`config.mk`:
```
export PLATFORM = sky130hd
export DESIGN_NAME = aha_clock_select_ctrl_flat
export DESIGN_NICKNAME = d
export VERILOG_FILES = /design/src/rtl/aha_clock_select_ctrl_if.sv /design/src/rtl/aha_clock_select_ctrl.sv /design/src/flat_wrapper.sv
export SDC_FILE = /design/constraint.sdc
export NUM_CORES = 1
export LEC_CHECK = 0
export CELL_PAD_IN_SITES_DETAIL_PLACEMENT = 1
export CELL_PAD_IN_SITES_GLOBAL_PLACEMENT = 1
export CORE_UTILIZATION = 39
export DETAILED_ROUTE_END_ITERATION = 12
export GPL_TIMING_DRIVEN = 1
export MAX_ROUTING_LAYER = met4
export PLACE_DENSITY = 0.73
export SYNTH_ARGS = -nofsm -noshare
export SYNTH_HDL_FRONTEND = slang
export SYNTH_SLANG_ARGS = --single-unit
export TNS_END_PERCENT = 100
```
`constraint.sdc`:
```
create_clock -name CLK -period 1.8 [get_ports CLK]
set_input_delay 0.18 -clock CLK [delete_from_list [all_inputs] [get_ports CLK]]
set_output_delay 0.18 -clock CLK [all_outputs]
set_load 0.01 [all_outputs]
```
`src/rtl/aha_clock_select_ctrl_if.sv`:
```
// Request/ack bundle between the platform controller and the
// clock-select sequencer.
interface aha_clock_select_ctrl_if #(
  parameter int NUM_CLKS = 6
);
  logic                REQ_VALID;
  logic [2:0]          REQ_SEL;
  logic                REQ_READY;
  logic [2:0]          SELECT_REQ;
  logic [NUM_CLKS-1:0] SELECT_ACK;
  logic [2:0]          CURRENT_SEL;
  logic                DONE;
  logic                REJECT;
  logic                TIMEOUT_ERR;
  logic                ERR_CLR;

  modport master (
    output REQ_VALID,
    output REQ_SEL,
    input  REQ_READY,
    input  SELECT_REQ,
    output SELECT_ACK,
    input  CURRENT_SEL,
    input  DONE,
    input  REJECT,
    input  TIMEOUT_ERR,
    output ERR_CLR
  );

  modport slave (
    input  REQ_VALID,
    input  REQ_SEL,
    output REQ_READY,
    output SELECT_REQ,
    input  SELECT_ACK,
    output CURRENT_SEL,
    output DONE,
    output REJECT,
    output TIMEOUT_ERR,
    input  ERR_CLR
  );
endinterface

```
`src/rtl/aha_clock_select_ctrl.sv`:
```
// Sequencer for the glitch-free clock-switch bank: drives the select
// bus and waits for old-release then new-grant on synchronized acks.
module aha_clock_select_ctrl #(
  parameter int NUM_CLKS       = 6,
  parameter int RESET_SEL      = 0,
  parameter int SYNC_STAGES    = 2,
  parameter int TIMEOUT_CYCLES = 1023
) (
  input logic CLK,
  input logic RESETn,
  aha_clock_select_ctrl_if.slave bus
);

  localparam int CW = $clog2(TIMEOUT_CYCLES + 1);
  localparam logic [2:0] RST_SEL = 3'(RESET_SEL);
  localparam logic [3:0] N_SEL = 4'(NUM_CLKS);
  localparam logic [CW-1:0] CNT_LAST = CW'(TIMEOUT_CYCLES - 1);
  localparam logic [CW-1:0] CNT_MAX = CW'(TIMEOUT_CYCLES);

  typedef enum logic [1:0] {
    INIT,
    IDLE,
    WAIT_OLD,
    WAIT_NEW
  } state_t;

  state_t              state;
  logic [NUM_CLKS-1:0] sync_q [SYNC_STAGES];
  logic [7:0]          ack_s;
  logic [2:0]          sel_new;
  logic [2:0]          sel_old;
  logic [2:0]          select_req;
  logic [2:0]          current_sel;
  logic [CW-1:0]       cnt;
  logic [CW-1:0]       cnt_inc;
  logic                done;
  logic                reject;
  logic                timeout_err;
  logic                accept;
  logic                tmo;

  always_ff @(posedge CLK or negedge RESETn) begin
    if (!RESETn) begin
      for (int i = 0; i < SYNC_STAGES; i++)
        sync_q[i] <= '0;
    end else begin
      sync_q[0] <= bus.SELECT_ACK;
      for (int i = 1; i < SYNC_STAGES; i++)
        sync_q[i] <= sync_q[i-1];
    end
  end

  // Widen to 8 so any 3-bit select indexes safely.
  always_comb begin
    ack_s = '0;
    ack_s[NUM_CLKS-1:0] = sync_q[SYNC_STAGES-1];
  end

  assign accept  = bus.REQ_VALID && (state == IDLE);
  assign tmo     = (cnt == CNT_LAST);
  assign cnt_inc = (cnt == CNT_MAX) ? cnt : cnt + 1'b1;

  always_ff @(posedge CLK or negedge RESETn) begin
    if (!RESETn) begin
      state       <= INIT;
      select_req  <= RST_SEL;
      current_sel <= RST_SEL;
      sel_new     <= RST_SEL;
      sel_old     <= RST_SEL;
      cnt         <= '0;
      done        <= 1'b0;
      reject      <= 1'b0;
      timeout_err <= 1'b0;
    end else begin
      done   <= 1'b0;
      reject <= 1'b0;
      // A timeout below overrides a same-cycle clear.
      if (bus.ERR_CLR)
        timeout_err <= 1'b0;
      unique case (state)
        INIT: begin
          if (ack_s[RST_SEL]) begin
            state <= IDLE;
            cnt   <= '0;
          end else if (tmo) begin
            timeout_err <= 1'b1;
            state       <= IDLE;
            cnt         <= '0;
          end else begin
            cnt <= cnt_inc;
          end
        end
        IDLE: begin
          if (accept) begin
            if ({1'b0, bus.REQ_SEL} >= N_SEL) begin
              done   <= 1'b1;
              reject <= 1'b1;
            end else if (bus.REQ_SEL == current_sel) begin
              done <= 1'b1;
            end else begin
              sel_new    <= bus.REQ_SEL;
              sel_old    <= current_sel;
              select_req <= bus.REQ_SEL;
              state      <= WAIT_OLD;
              cnt        <= '0;
            end
          end
        end
        WAIT_OLD: begin
          if (!ack_s[sel_old]) begin
            state <= WAIT_NEW;
            cnt   <= '0;
          end else if (tmo) begin
            timeout_err <= 1'b1;
            current_sel <= sel_new;
            done        <= 1'b1;
            state       <= IDLE;
            cnt         <= '0;
          end else begin
            cnt <= cnt_inc;
          end
        end
        WAIT_NEW: begin
          if (ack_s[sel_new]) begin
            current_sel <= sel_new;
            done        <= 1'b1;
            state       <= IDLE;
            cnt         <= '0;
          end else if (tmo) begin
            timeout_err <= 1'b1;
            current_sel <= sel_new;
            done        <= 1'b1;
            state       <= IDLE;
            cnt         <= '0;
          end else begin
            cnt <= cnt_inc;
          end
        end
        default: state <= INIT;
      endcase
    end
  end

  assign bus.REQ_READY   = (state == IDLE);
  assign bus.SELECT_REQ  = select_req;
  assign bus.CURRENT_SEL = current_sel;
  assign bus.DONE        = done;
  assign bus.REJECT      = reject;
  assign bus.TIMEOUT_ERR = timeout_err;

endmodule
```
`src/flat_wrapper.sv`:
```
// flat-port wrapper written by rule: the top's interface ports become plain ports
module aha_clock_select_ctrl_flat 
#(
  parameter int NUM_CLKS       = 6,
  parameter int RESET_SEL      = 0,
  parameter int SYNC_STAGES    = 2,
  parameter int TIMEOUT_CYCLES = 1023
)
  (CLK, RESETn, bus_REQ_VALID, bus_REQ_SEL, bus_REQ_READY, bus_SELECT_REQ, bus_SELECT_ACK, bus_CURRENT_SEL, bus_DONE, bus_REJECT, bus_TIMEOUT_ERR, bus_ERR_CLR);
  aha_clock_select_ctrl_if #(.NUM_CLKS(NUM_CLKS)) bus_i ();
  input logic CLK;
  input logic RESETn;
  input wire logic [$bits(bus_i.REQ_VALID)-1:0] bus_REQ_VALID;
  input wire logic [$bits(bus_i.REQ_SEL)-1:0] bus_REQ_SEL;
  output wire logic [$bits(bus_i.REQ_READY)-1:0] bus_REQ_READY;
  output wire logic [$bits(bus_i.SELECT_REQ)-1:0] bus_SELECT_REQ;
  input wire logic [$bits(bus_i.SELECT_ACK)-1:0] bus_SELECT_ACK;
  output wire logic [$bits(bus_i.CURRENT_SEL)-1:0] bus_CURRENT_SEL;
  output wire logic [$bits(bus_i.DONE)-1:0] bus_DONE;
  output wire logic [$bits(bus_i.REJECT)-1:0] bus_REJECT;
  output wire logic [$bits(bus_i.TIMEOUT_ERR)-1:0] bus_TIMEOUT_ERR;
  input wire logic [$bits(bus_i.ERR_CLR)-1:0] bus_ERR_CLR;
  assign bus_i.REQ_VALID = bus_REQ_VALID;
  assign bus_i.REQ_SEL = bus_REQ_SEL;
  assign bus_REQ_READY = bus_i.REQ_READY;
  assign bus_SELECT_REQ = bus_i.SELECT_REQ;
  assign bus_i.SELECT_ACK = bus_SELECT_ACK;
  assign bus_CURRENT_SEL = bus_i.CURRENT_SEL;
  assign bus_DONE = bus_i.DONE;
  assign bus_REJECT = bus_i.REJECT;
  assign bus_TIMEOUT_ERR = bus_i.TIMEOUT_ERR;
  assign bus_i.ERR_CLR = bus_ERR_CLR;
  aha_clock_select_ctrl #(.NUM_CLKS(NUM_CLKS), .RESET_SEL(RESET_SEL), .SYNC_STAGES(SYNC_STAGES), .TIMEOUT_CYCLES(TIMEOUT_CYCLES)) u_core (.CLK(CLK), .RESETn(RESETn), .bus(bus_i));
endmodule
```
==> impl_metrics.json <==
{
  "ys_warn_count": 0,
  "grt_remaining_overflow": 0,
  "rsz0062_at_grt": "yes",
  "worstMarginPinSlew_ns": 0.535,
  "worstHoldPathCells": 2,
  "synth_edf_count": 0,
  "timing.rr.end": "u_core.bus.CURRENT_SEL[0]",
  "drt-wirelength-per-cell_microns": 21.2,
  "start_util": 0.411,
  "synthCells": 140,
  "met3_wirelength_microns": 197,
  "synth_cell_types": 42,
  "dieArea_sq_um": 4540,
  "vdd_drop_max_mv": 0.757,
  "place_inst": 245,
  "place_hpwl_microns": 3360,
  "hold_violations": 0,
  "whs_ns": 0.286,
  "fill_cells": 417,
  "crit_arrival_ns": 2.32,
  "slowest_delay_ns": 0.48,
  "synthXorXnorAreaFrac": 0.00976,
  "skew_ns": 0.0146,
  "synthesis.area_sq_um": 1670,
  "min_to": "u_core.sel_new[1]",
  "antenna_found_initial": 0,
  "hold_class": "in2reg",
  "synth_fa_ha_area_frac": 0.0150,
  "antenna_left": 0,
  "num_vias": 1536,
  "clk_latency_ns": 0.29,
  "cts_buffers": 5,
  "die_w_microns": 67.4,
  "grt_pass1_vias": 1563,
  "synthTopCellsByArea": "dfrtp_1 (54%), mux2_2 (8.1%), a21oi_1 (3.0%), nor2_1 (2.3%), a211oi_1 (1.8%)",
  "maxCapViolations": 0,
  "seqCellArea_sq_um": 903,
  "synth_fp_nets": 155,
  "die_height_microns": 67.4,
  "fin_crit_sh": 1.20,
  "synth-compound-area-share": 0.179,
  "ys_seq_elements": 36,
  "clockBufferDepth": 2,
  "leakage_uw": 0.00111,
  "slowest_stage": "a222oi_1",
  "max_clock_freq_mhz": 464,
  "grt_max_degree": 37,
  "clkSlewWorstSetupHoldPaths_ns": 0.08,
  "cts_hold_buf": 0,
  "design.core.area_sq_um": 4060,
  "drc": 0,
  "setup.worst_path.class": "reg2reg",
  "yosysMostFrequentCell": "dfrtp_1",
  "rr_startpoint": "u_core.sel_new[0]",
  "area_growth_pct": 54.4,
  "crit_fanout": 4,
  "nets": 230,
  "grt_pass1_wl_microns": 7820,
  "n_antenna_cell": 0,
  "violations": "setup timing",
  "reg2regPathDepth": 5,
  "synth_top_area_frac": 0.541,
  "cts_tree": "yes",
  "clkSinkCount": 36,
  "wl_met2_microns": 2920,
  "drive_above_1_share": 0.449,
  "critPathCaptureType": "register",
  "cellPowerDensity_nw_per_um2": 1600,
  "ios": 23,
  "synth_seq_area_share": 0.541,
  "wl_met1_microns": 2320,
  "synth_top_family_by_area": "compound AO/OA/AOI/OAI gates",
  "hp-start": "bus_REQ_SEL[1]",
  "async_reset_ff_frac": 1.00,
  "slew_headroom": 0.642,
  "syn_area_per_cell_sq_um": 11.9,
  "cts-root-buf": "clkbuf_8",
  "crit_required_ns": 1.96,
  "period_minus_slack_ns": 2.16,
  "synth_top_area_cell": "dfrtp_1",
  "vias_per_cell": 5.77,
  "h-tree-depth": 2,
  "multi_input_area_sq_um": 896,
  "synthTopCellsByCount": "dfrtp_1 (36), mux2_2 (12), a21oi_1 (10), nor2_1 (10), nand2_1 (6)",
  "slew_viol_final": 0,
  "cp-start-kind": "register",
  "r2r_slack_ns": -0.36,
  "synth_flop_cell": "dfrtp_1",
  "grtUsageTotal": 0.250,
  "drtIter0Drc": 155,
  "path_cells": "mux2_4 -> a222oi_1 -> a21oi_1 -> o21ai_2 -> mux2_2",
  "io_buffers": 22,
  "gp_congestion": 0.799,
  "yosys.area_share.simple": 0.141,
  "firstDrtPassIters": 6,
  "fin_cells": 266,
  "top_layer_used": "met4",
  "final-setup-viol-count": 22,
  "status": "finished, violations left",
  "num_rows": 23,
  "wirelength_microns": 5630,
  "synth_mux_area_frac": 0.0968,
  "fin_ws_ns": -0.356
}
[power breakdown]
| part | internal (uW) | switching [uW] |
|---|---|---|
| Clock | 410 | 298 |
| Combinational | 1170 | 1040 |
| Sequential | 988 | 203 |
[flip-flops by register name, indices dropped and copies added (netlist names)]
| name | flops |
|---|---|
| u_core.cnt | 10 |
| u_core.bus.REJECT | 1 |
| u_core.sel_old | 3 |
| u_core.bus.DONE | 1 |
| u_core.bus.TIMEOUT_ERR | 1 |
| u_core.sel_new | 3 |
| u_core.state | 2 |
| u_core.sync_q | 6 |
| u_core.ack_s | 6 |
| u_core.bus.CURRENT_SEL | 3 |
[worst max-delay path, delay by kind of cell (launching register included)]
family	cells	cell delay (ns)
AOI/OAI and AO/OA	3	0.92
muxes	2	0.67
DFF	1	0.45
[repair_timing]
item / in CTS / in global routing
pin swaps: 9 / 5
setup buffers: 3 / 9
gates cloned: 1 / 0
resized for setup: 22 / 12
setup endpoints to repair: 16 / 24
[cell usage in the layout, fill, tap and decap left out, types with 4 or more instances in the layout]
cell type,count
nand3_1,4
clkdlybuf4s50_1,21
a211oi_2,4
nand2_1,6
nor3_1,4
dfrtp_1,34
clkbuf_8,5
a21oi_2,4
mux2_4,4
a21oi_1,7
buf_4,41
nor2_1,8
inv_1,4
mux2_2,8
buf_6,4
[layer usage]
layer	track usage	vias up
li1	-	687
met1	0.268	793
met4	0.0957	0
met3	0.0574	16
met5	-	-
met2	0.444	40
[how the worst max path moves through the flow]
stage	start	cells after the start	slack (ns)	to
6_report	u_core.sel_new[0]	5	-0.36	u_core.bus.CURRENT_SEL[0]
5_1_grt	u_core.sel_new[0]	5	-0.39	u_core.bus.CURRENT_SEL[0]
4_1_cts	u_core.sel_new[0]	5	-0.28	u_core.bus.CURRENT_SEL[0]
3_5_place_dp	bus_REQ_SEL[1]	6	-0.50	u_core.cnt[2]
3_3_place_gp	bus_REQ_SEL[1]	6	-0.35	u_core.cnt[2]
2_1_floorplan	u_core.sel_new[0]	5	-0.09	u_core.bus.CURRENT_SEL[0]
[kinds of logic after synthesis]
kind of cell,count (synthesis)
AOI/OAI and AO/OA,39
and+or+nand+nor,43
xor gates and xnor gates,1
muxes,13
buffers and inverters,6
adders and majority gates,2
DFF,36
[stage by stage]
step	TNS (ns)	setup slack (ns)	util	power (uW)	instance area, sq um
final	-4.07	-0.356	0.634	4110	2570
after global routing	-5.20	-0.389	0.634	4300	2570
after CTS	-2.57	-0.283	0.606	3750	2460
after detailed placement	-6.66	-0.500	0.545	2720	2210
after global placement	-5.01	-0.353	0.545	2640	2210
after floorplan	-0.322	-0.0872	-	1980	1680
[final cells by class]
cell class | instances | area share
clock inverter | 3 | 0.0165
clock buffer | 5 | 0.0268
tap | 50 | 0.0243
timing repair buffer | 68 | 0.226
sequential | 36 | 0.351
multi-input combinational | 99 | 0.348
inverter | 5 | 0.00730
Power figures use the tool's default switching activity.
